## src/rtl/bsg_arb_one_hot_hold.sv

```systemverilog
// bsg_arb_one_hot_hold: registered highest-index-wins arbiter that holds a grant for a bounded tenure
module bsg_arb_one_hot_hold #(
    parameter int width_p = 16,
    parameter int max_hold_p = 8,
    localparam int lg_width_lp = $clog2(width_p)
) (
    input  logic                   clk_i,
    input  logic                   reset_i,
    input  logic [width_p-1:0]     reqs_i,
    input  logic                   release_i,
    output logic [width_p-1:0]     grants_o,
    output logic                   grant_v_o,
    output logic [lg_width_lp-1:0] grant_id_o,
    output logic                   expired_o
);
    localparam int cnt_w_lp = (max_hold_p > 0) ? $clog2(max_hold_p + 1) : 1;
    localparam logic [cnt_w_lp-1:0] max_cnt_lp = cnt_w_lp'(max_hold_p);
    localparam logic [cnt_w_lp-1:0] one_lp = cnt_w_lp'(1);
    typedef enum logic {IDLE, GRANT} state_e;
    state_e state_q, state_d;
    logic [width_p-1:0] grants_q, grants_d, others;
    logic [lg_width_lp-1:0] id_q, id_d;
    logic [cnt_w_lp-1:0] cnt_q, cnt_d;
    logic expired_q, expired_d, v_q;
    logic rel, drop, lim;
    function automatic logic [width_p-1:0] pick(input logic [width_p-1:0] v);
        logic [width_p-1:0] r;
        r = '0;
        for (int i = 0; i < width_p; i++) begin
            if (v[i]) begin
                r = '0;
                r[i] = 1'b1;
            end
        end
        return r;
    endfunction
    function automatic logic [lg_width_lp-1:0] id_of(input logic [width_p-1:0] oh);
        logic [lg_width_lp-1:0] r;
        r = '0;
        for (int i = 0; i < width_p; i++) begin
            if (oh[i]) r = lg_width_lp'(i);
        end
        return r;
    endfunction
    assign others = reqs_i & ~grants_q;
    assign rel = release_i;
    assign drop = ~|(reqs_i & grants_q);
    assign lim = (max_hold_p != 0) && (cnt_q == max_cnt_lp);
    // next grant: fresh pick from idle, hold mid-tenure, hand over with no bubble at end of tenure
    always_comb begin
        state_d = state_q;
        grants_d = grants_q;
        cnt_d = cnt_q;
        expired_d = 1'b0;
        if (state_q == IDLE) begin
            if (|reqs_i) begin
                grants_d = pick(reqs_i);
                cnt_d = one_lp;
                state_d = GRANT;
            end
        end else if (rel || drop || lim) begin
            expired_d = lim && !rel && !drop;
            if (|others) begin
                grants_d = pick(others);
                cnt_d = one_lp;
            end else if (expired_d) begin
                cnt_d = one_lp;
            end else begin
                grants_d = '0;
                cnt_d = '0;
                state_d = IDLE;
            end
        end else if ((max_hold_p != 0) && (cnt_q != max_cnt_lp)) begin
            cnt_d = cnt_q + one_lp;
        end
        id_d = id_of(grants_d);
    end
    // register state and every output so nothing reaches grants_o combinationally
    always_ff @(posedge clk_i) begin
        if (reset_i) begin
            state_q <= IDLE;
            grants_q <= '0;
            id_q <= '0;
            v_q <= 1'b0;
            cnt_q <= '0;
            expired_q <= 1'b0;
        end else begin
            state_q <= state_d;
            grants_q <= grants_d;
            id_q <= id_d;
            v_q <= |grants_d;
            cnt_q <= cnt_d;
            expired_q <= expired_d;
        end
    end
    assign grants_o = grants_q;
    assign grant_v_o = v_q;
    assign grant_id_o = id_q;
    assign expired_o = expired_q;
    grant_onehot0: assert property (@(posedge clk_i) disable iff (reset_i) $onehot0(grants_q));
endmodule

```

## config.mk

```make
export PLATFORM = sky130hd
export DESIGN_NAME = bsg_arb_one_hot_hold
export DESIGN_NICKNAME = d
export VERILOG_FILES = /design/src/rtl/bsg_arb_one_hot_hold.sv
export SDC_FILE = /design/constraint.sdc
export NUM_CORES = 1
export LEC_CHECK = 0
export BUFFER_PORTS_ARGS = -buffer_cell sky130_fd_sc_hd__buf_2
export CAP_MARGIN = 25
export CORE_ASPECT_RATIO = 0.7
export CORE_UTILIZATION = 49
export CTS_CLUSTER_SIZE = 20
export DETAILED_ROUTE_END_ITERATION = 12
export PLACE_DENSITY = 0.85
export REMOVE_ABC_BUFFERS = 1
export SYNTH_ARGS = -nofsm -noshare
export SYNTH_HDL_FRONTEND = slang
export SYNTH_SLANG_ARGS = --single-unit
export TNS_END_PERCENT = 5
```

## constraint.sdc

```tcl
create_clock -name clk_i -period 2.8 [get_ports clk_i]
set_input_delay 0.56 -clock clk_i [delete_from_list [all_inputs] [get_ports clk_i]]
set_output_delay 0.56 -clock clk_i [all_outputs]
set_load 0.05 [all_outputs]
```

---- After elaboration in Yosys (flattened, before gate mapping) ----
Cells that the tools add are included.
storage, ports and cells
  register bits after elaboration ......... 27
  logic and storage cells ................. 91
  input port bits ......................... 19
operators by class
  bitwise gates (word level) .............. 5
  reduce and logical (&&, ||, !) cells .... 13
  add/subtract/negate cells ............... 1
  muxes and demuxes ....................... 63
  equality and inequality tests ........... 3
operators by type and width
  cell                                                             count
  16-bit two-way mux                                               35
  4-bit two-way mux                                                18
  16-bit OR reduction                                              4
  16-bit bitwise AND                                               2
  16-bit NOT                                                       1
  1-bit two-way mux                                                10
  4-bit by 1-bit adder with 4-bit output, second input constant    1
  4-bit == test, second input constant                             1
  4-bit != test, second input constant                             1
  3-bit by 1-bit != test with 1-bit output, second input constant  1
  3-bit OR reduction                                               1
  1-bit logical AND                                                2
  1-bit logical NOT                                                2
  1-bit logical OR                                                 2
  1-bit NOT                                                        2
  2-bit AND reduction                                              1
  2-bit nonzero test                                               1

---- Logic depth before layout (Yosys ltp) ----
Gate-level depths: netlist of the first run.
  depth in word-level cells ............... 36
  depth in mapped cells ................... 12
  mapped depth without buffers ............ 9

---- Worst setup path after synthesis of the first run ----
Ideal clock, no wire load.
  path kind ............................... register -> register
  start point ............................. register grants_q[5] (netlist: grants_o[5])
  end point ............................... register v_q (netlist: grant_v_o)
  required time ........................... 2667 ps
  buffers on the path ..................... 0
  path slack .............................. -136 ps
  library setup time ...................... 133 ps
  arrival ................................. 2803 ps
  cell stages (with the launch flop) ...... 10
  clock period less this slack ............ 2936 ps
  path through ............................ dfxtp_1 nand2b_2 nand4_2 or4b_4 o21bai_4 nor2_2 a222oi_1 nand4_1 nor3_1 a31oi_1
on the way
  word-level cells in the longest chain between the ends .. 17
  elaborated cells on any way between the ends .. 26
  those cells by class .................... mux: 16; bitwise: 3; reduce/logical: 7
ends and longest elaborated chain
  item                              line  source
  from (decl)                       21    logic [width_p-1:0] grants_q, grants_d, others;
  from (signal assigned)            89    grants_q <= grants_d;
  16-bit NOT                        45    assign others = reqs_i & ~grants_q;
  16-bit bitwise AND                45
  16-bit two-way mux (11 in a row)  30    if (v[i]) begin
  16-bit two-way mux                63    if (|others) begin
  16-bit two-way mux                61    end else if (rel || drop || lim) begin
  16-bit two-way mux *              55    if (state_q == IDLE) begin
  16-bit OR reduction *             91    v_q <= |grants_d;
  to (signal assigned)              91
  to (decl)                         24    logic expired_q, expired_d, v_q;
Mark *: on every way between the ends. The rest lies on a longest branch, timed or not.
A chain may end at the register's enable or synchronous reset.

---- Worst setup path after layout of the first run ----
  start point ............................. register grants_q[4] (netlist: grants_o[4])
  end point ............................... register id_q[2] (netlist: grant_id_o[2])
on the way
  word-level cells in the longest chain between the ends .. 30
  elaborated cells on any way between the ends .. 39
  those cells by class .................... mux: 30; bitwise: 3; reduce/logical: 6
ends and longest elaborated chain
  item                              line  source
  16-bit NOT                        45
  16-bit bitwise AND                45
  16-bit two-way mux (12 in a row)  30
  16-bit two-way mux                63
  16-bit two-way mux                61
  16-bit two-way mux *              55
  4-bit two-way mux (12 in a row)   41    if (oh[i]) r = lg_width_lp'(i);
  4-bit two-way mux *               41
  to (signal assigned)              90    id_q <= id_d;
  to (decl)                         22    logic [lg_width_lp-1:0] id_q, id_d;
Marked as above.

==> flow_metrics.tcl, run 1 <==
set metrics [dict create \
    status "finished clean" \
    ys_seq_area_frac 0.288 \
    tightestPinTransition_ns 0.495 \
    wire_per_inst_um 17.6 \
    die-area_um2 4090 \
    ioPinCount 41 \
    cts-root-buf "clkbuf_8" \
    power_uw 901 \
    die_y_um 53.8 \
    yosysMostFrequentCell "dfxtp_1" \
    die_x_um 76.0 \
    synth_ff_type "dfxtp_1" \
    dp_worst_setup_slack_ns -0.403 \
    drt_iter0_drc 336 \
    hp-class "flip-flop to flip-flop" \
    synth_enable_flop_cells 0 \
    startpoint_type "flip-flop" \
    cp-end-kind "flip-flop" \
    fin_nets 374 \
    overflow 0 \
    layout_worst_path_cycle_share 0.974 \
    cts_tree "yes" \
    rsz0062_at_grt "true" \
    antenna_found_initial 0 \
    vdd_drop_max_mv 0.281 \
    hold_end "cnt_q[3]$_SDFFE_PP0P_" \
    slew_headroom 0.667 \
    netlist_instances 232 \
    finalSetupViolations 0 \
    synth_cell_types 59 \
    drc 0 \
    critical_path_class "flip-flop to flip-flop" \
    max_freq_ghz 0.367 \
    post-route-util 0.805 \
    finalInstanceArea_um2 2880 \
    leakage_uw 0.00132 \
    fin_skew_ns 0.00455 \
    path_clk_slew_ns 0.10 \
    antenna_left 0 \
    drv_slew 0 \
    arrival_ns 2.94 \
    route.detailed.vias_per_inst 6.18 \
    place_area_um2 2710 \
    dp_cells 396 \
    async_flop_share 0 \
    yosysTopAreaCell "dfxtp_1" \
    numCtsBuffers 3 \
    diodes 0 \
    ys_ff_latch 27 \
    final_hold_viol_count 0 \
    timing.rr.start "grants_o[4]$_SDFF_PP0_" \
    grt_pass1_vias 2158 \
    clk_latency_ns 0.28 \
    rows 18 \
    grt_max_degree 15 \
    maxCapViolCount 0 \
    initial_core_util 0.524 \
    path_max_fanout 5 \
    nFillCells 238 \
    final_cells 402 \
    synth_common_cells "dfxtp_1, nor2_1, nand2_1" \
    drive_above_1_share 0.446 \
    cp.required_ns 3.01 \
    rrSetupSlack_ns 0.07 \
    min_period_ns 2.73 \
    port_buffers 40 \
    finalWeightedCongestion 0.919 \
    dp_hpwl_mm 5.46 \
    hp-start "cnt_q[3]$_SDFFE_PP0P_" \
    core_um2 3580 \
    ctsHtreeMaxLevel 1 \
    grt_pass1_wl_mm 10.6 \
    cts.sinks 27 \
    crit-reg2reg-capture "grant_id_o[2]$_SDFF_PP0_" \
    whs_path_depth 2 \
    rr_worst_depth 11 \
    routed-via-count 2484 \
    synthTopCellsByArea "dfxtp_1, a21oi_1, nor2_1" \
    powerDensity_nw_per_um2 312 \
    firstDrtPassIters 7 \
    gr-usage-all-layers 0.338 \
    yosys.area.top_type_share 0.288 \
    area_delta_synth_final_pct 53.6 \
    cts_max_path_buffers 2 \
    worst_slack_ns 0.0741 \
    syn_area_um2 1880 \
    yosysWarnings 0 \
    hold_buffers 0 \
    avgSynthCellArea_um2 8.09 \
    wl_mm 7.06 \
]
-- worst max-delay path: stages (launching register included) --
cell and delay (ns):
dfxtp_2 0.39, nand2b_1 0.15, nand4_2 0.13, or4b_4 0.61, buf_4 0.17, nor2_4 0.14, buf_4 0.15, nor4_1 0.07
a211o_1 0.27, nor4_4 0.33, nand2_1 0.09, a21oi_1 0.15
-- per-layer routing --
metal | global-route usage | wire, um | vias up
met5 | 0 | 0 | -
li1 | - | - | 1148
met3 | 0.0661 | 705 | 22
met1 | 0.462 | 3120 | 1167
met4 | 0.0641 | 167 | 0
met2 | 0.568 | 3060 | 147
-- layout make-up --
cell class              count  area (um2)  share of cell area
repair buffers            123         827               0.287
clock buffers               4        45.0              0.0156
multi-input cells         190        1370               0.476
flip-flops and latches     27         546               0.189
inverters                   8        30.0              0.0104
well taps                  50        62.6              0.0217
-- worst max-delay path by stage --
stage	endpoint	depth (start not counted)	start	slack, ns
after global placement	grant_v_o$_SDFF_PP0_	12	reqs_i[1]	-0.34
after global routing	grant_id_o[2]$_SDFF_PP0_	13	reqs_i[15]	-0.06
after CTS	grant_id_o[0]$_SDFF_PP0_	12	reqs_i[1]	-0.02
after detailed placement	grant_v_o$_SDFF_PP0_	12	reqs_i[1]	-0.40
after floorplan	grant_id_o[1]$_SDFF_PP0_	9	grants_o[5]$_SDFF_PP0_	-0.20
final	grant_id_o[2]$_SDFF_PP0_	11	grants_o[4]$_SDFF_PP0_	0.07
-- metrics by stage --
step,setup TNS (ns),hold WS [ns]
5_1_grt,-0.135,0.536
3_3_place_gp,-1.42,0.454
2_1_floorplan,-0.804,0.430
3_5_place_dp,-1.51,0.464
6_report,0,0.485
4_1_cts,-0.0175,0.477
-- cells in the final DEF (no fill, tap or decap), types with 3 or more instances in the layout --
| cell | netlist | routed |
|---|---|---|
| a221oi_1 | 7 | 4 |
| nand3_1 | 6 | 6 |
| a22o_1 | 6 | 6 |
| nor2b_1 | 9 | 9 |
| a21oi_1 | 15 | 15 |
| nor4_1 | 7 | 6 |
| buf_4 | 1 | 82 |
| nand2b_1 | 7 | 6 |
| nand4_1 | 3 | 3 |
| and2_1 | 4 | 4 |
| dfxtp_1 | 27 | 23 |
| nor3_2 | 2 | 3 |
| o31ai_1 | 5 | 5 |
| a22oi_1 | 3 | 3 |
| nand2_1 | 18 | 18 |
| o211ai_1 | 5 | 5 |
| or3_1 | 7 | 6 |
| o21ai_0 | 4 | 3 |
| dfxtp_2 | 0 | 4 |
| buf_2 | 2 | 40 |
| and3_1 | 4 | 4 |
| nor2_1 | 20 | 20 |
| clkbuf_8 | 0 | 3 |
| nor3_1 | 6 | 5 |
| inv_1 | 8 | 8 |
| nor3b_1 | 5 | 5 |
-- logic make-up after synthesis --
kind of cell               Yosys count  synth area share
adders and majority gates            2            0.0133
and+or+nand+nor                    116             0.364
buffers and inverters               15            0.0373
DFF                                 27             0.288
AOI/OAI and AO/OA                   72             0.297
-- where the power goes --
part | internal (uW) | total, uW | switching (uW)
combinational | 106 | 259 | 152
sequential | 397 | 405 | 8.10
clock | 102 | 237 | 134
total | 606 | 901 | 295
-- sequential cells by signal (all words and copies together) (netlist names) --
register,count
grant_id_o,4
state_q,1
grants_o,16
expired_o,1
grant_v_o,1
cnt_q,4
-- what timing repair did --
item | in CTS | in global routing
resized for setup | 3 | 20
pin swaps | 1 | 8
buffers inserted | 1 | 1
endpoints found under the setup margin | 3 | 5
hold endpoints to repair | 0 | 0
No activity file was read; power rests on OpenSTA's default activity.
==> run 2, diff against run 1 <==
- PLACE_DENSITY: 0.85 -> 0.76
==> flow_metrics.tcl, run 2 (same netlist as run 1, synthesis figures left out) <==
set metrics [dict create \
    status "finished clean" \
    grt_pass1_vias 2133 \
    cp.required_ns 3.01 \
    antenna_found_initial 0 \
    arrival_ns 2.99 \
    area_delta_synth_final_pct 56.2 \
    largest_reg_flops 16 \
    die-area_um2 4090 \
    wl_mm 7.11 \
    nFillCells 243 \
    cpMostUsedCell "buf_4" \
    slew_headroom 0.668 \
    path_clk_slew_ns 0.10 \
    tightestPinTransition_ns 0.497 \
    hp-class "flip-flop to flip-flop" \
    ioPinCount 41 \
    path_cells "buf_2 > a22o_1 > a221oi_2 > and4_2 > nor2_1 > a31o_4 > buf_4 > a221o_1 > a211oi_2 > buf_4 > o211ai_1 > a21oi_1" \
    crit-reg2reg-capture "grant_id_o[1]$_SDFF_PP0_" \
    rows 18 \
    cts.sinks 27 \
    hp-start "cnt_q[3]$_SDFFE_PP0P_" \
    grt_pass1_wl_mm 10.4 \
    cts-root-buf "clkbuf_8" \
    fin_skew_ns 0.00927 \
    rsz0062_at_grt "true" \
    rrSetupSlack_ns 0.05 \
    dp_hpwl_mm 5.26 \
    hold_buffers 0 \
    drive_above_1_share 0.463 \
    crit_buf_inv 3 \
    antenna_left 0 \
    final_hold_viol_count 0 \
    dp_worst_setup_slack_ns -0.421 \
    hold_end "cnt_q[3]$_SDFFE_PP0P_" \
    final_cells 400 \
    core_um2 3580 \
    initial_core_util 0.524 \
    grt_max_degree 15 \
    vdd_drop_max_mv 0.289 \
    wire_per_inst_um 17.8 \
    die_y_um 53.8 \
    drv_slew 0 \
    layout_common_cells "buf_4, buf_2, dfxtp_1" \
    whs_path_depth 2 \
    startpoint_type "input port" \
    routed-via-count 2434 \
    finalSetupViolations 0 \
    critical_path_class "input port to flip-flop" \
    post-route-util 0.819 \
    cts_tree "yes" \
    port_buffers 40 \
    powerDensity_nw_per_um2 308 \
    slowest_delay_ns 0.38 \
    cts_max_path_buffers 2 \
    worst_slack_ns 0.0186 \
    timing.rr.start "grants_o[0]$_SDFF_PP0_" \
    fin_nets 372 \
    cp-end-kind "flip-flop" \
    max_freq_ghz 0.360 \
    layout_worst_path_cycle_share 0.993 \
    slowest_stage "a221o_1" \
    dp_cells 394 \
    leakage_uw 0.00132 \
    gr-usage-all-layers 0.333 \
    tns_ns 0 \
    path_max_fanout 5 \
    min_period_ns 2.78 \
    crit_family "compound AO/OA/AOI/OAI gates" \
    route.detailed.vias_per_inst 6.09 \
    firstDrtPassIters 5 \
    ctsHtreeMaxLevel 1 \
    drt_iter0_drc 217 \
    die_x_um 76.0 \
    maxCapViolCount 0 \
    overflow 0 \
    diodes 0 \
    rr_worst_depth 11 \
    drc 0 \
    clk_latency_ns 0.28 \
    numCtsBuffers 3 \
    final_common_cell "buf_4" \
    finalWeightedCongestion 0.961 \
    holdWs_ns 0.469 \
]
run 2: worst max-delay path by stage:
stage | to | slack [ns] | depth (start not counted) | from
after global routing | grant_id_o[0]$_SDFF_PP0_ | -0.07 | 11 | reqs_i[5]
final | grant_id_o[1]$_SDFF_PP0_ | 0.02 | 12 | reqs_i[5]
after CTS | grant_id_o[1]$_SDFF_PP0_ | 0.004 | 12 | reqs_i[14]
after floorplan | grant_id_o[1]$_SDFF_PP0_ | -0.20 | 9 | grants_o[5]$_SDFF_PP0_
after detailed placement | grant_v_o$_SDFF_PP0_ | -0.42 | 10 | reqs_i[14]
after global placement | grant_v_o$_SDFF_PP0_ | -0.37 | 11 | reqs_i[5]
run 2: cell type report:
type	instances	area, um2	share of cell area
repair buffers	121	812	0.277
clock buffers	4	45.0	0.0154
well taps	50	62.6	0.0213
flip-flops and latches	27	549	0.187
multi-input cells	190	1430	0.489
inverters	8	30.0	0.0102
run 2: per-stage QoR:
step                total power (uW)  area (um2)
floorplan                        530        1840
global placement                 652        2690
detailed placement               655        2690
CTS                              882        2760
global route                     931        2930
finish                           904        2930
run 2: worst register-to-register path, delay by kind of cell (launching register included):
family	cells	cell delay (ns)
buffers and inverters	2	0.32
AO/OA/AOI/OAI	7	1.62
flip-flops	1	0.35
AND/OR/NAND/NOR	2	0.38
run 2: power breakdown:
group	leakage, uW	internal (uW)	switching [uW]
clock network	0.0000228	102	131
registers	0.000223	396	7.20
logic	0.00107	109	158
run 2: what timing repair did:
item,4_1_cts,5_1_grt
setup endpoints to repair,5,5
gates resized for setup,4,29
pin swaps,1,9
buffers inserted,1,1
endpoints found under the hold margin,0,0
gates cloned,0,0
run 2: routing by layer:
| layer | track usage | vias up | share of wire |
|---|---|---|---|
| met4 | 0.0929 | 0 | 0.018 |
| met3 | 0.0508 | 14 | 0.090 |
| met2 | 0.542 | 122 | 0.44 |
| met1 | 0.465 | 1154 | 0.45 |
| li1 | - | 1144 | - |
| met5 | 0 | - | 0 |
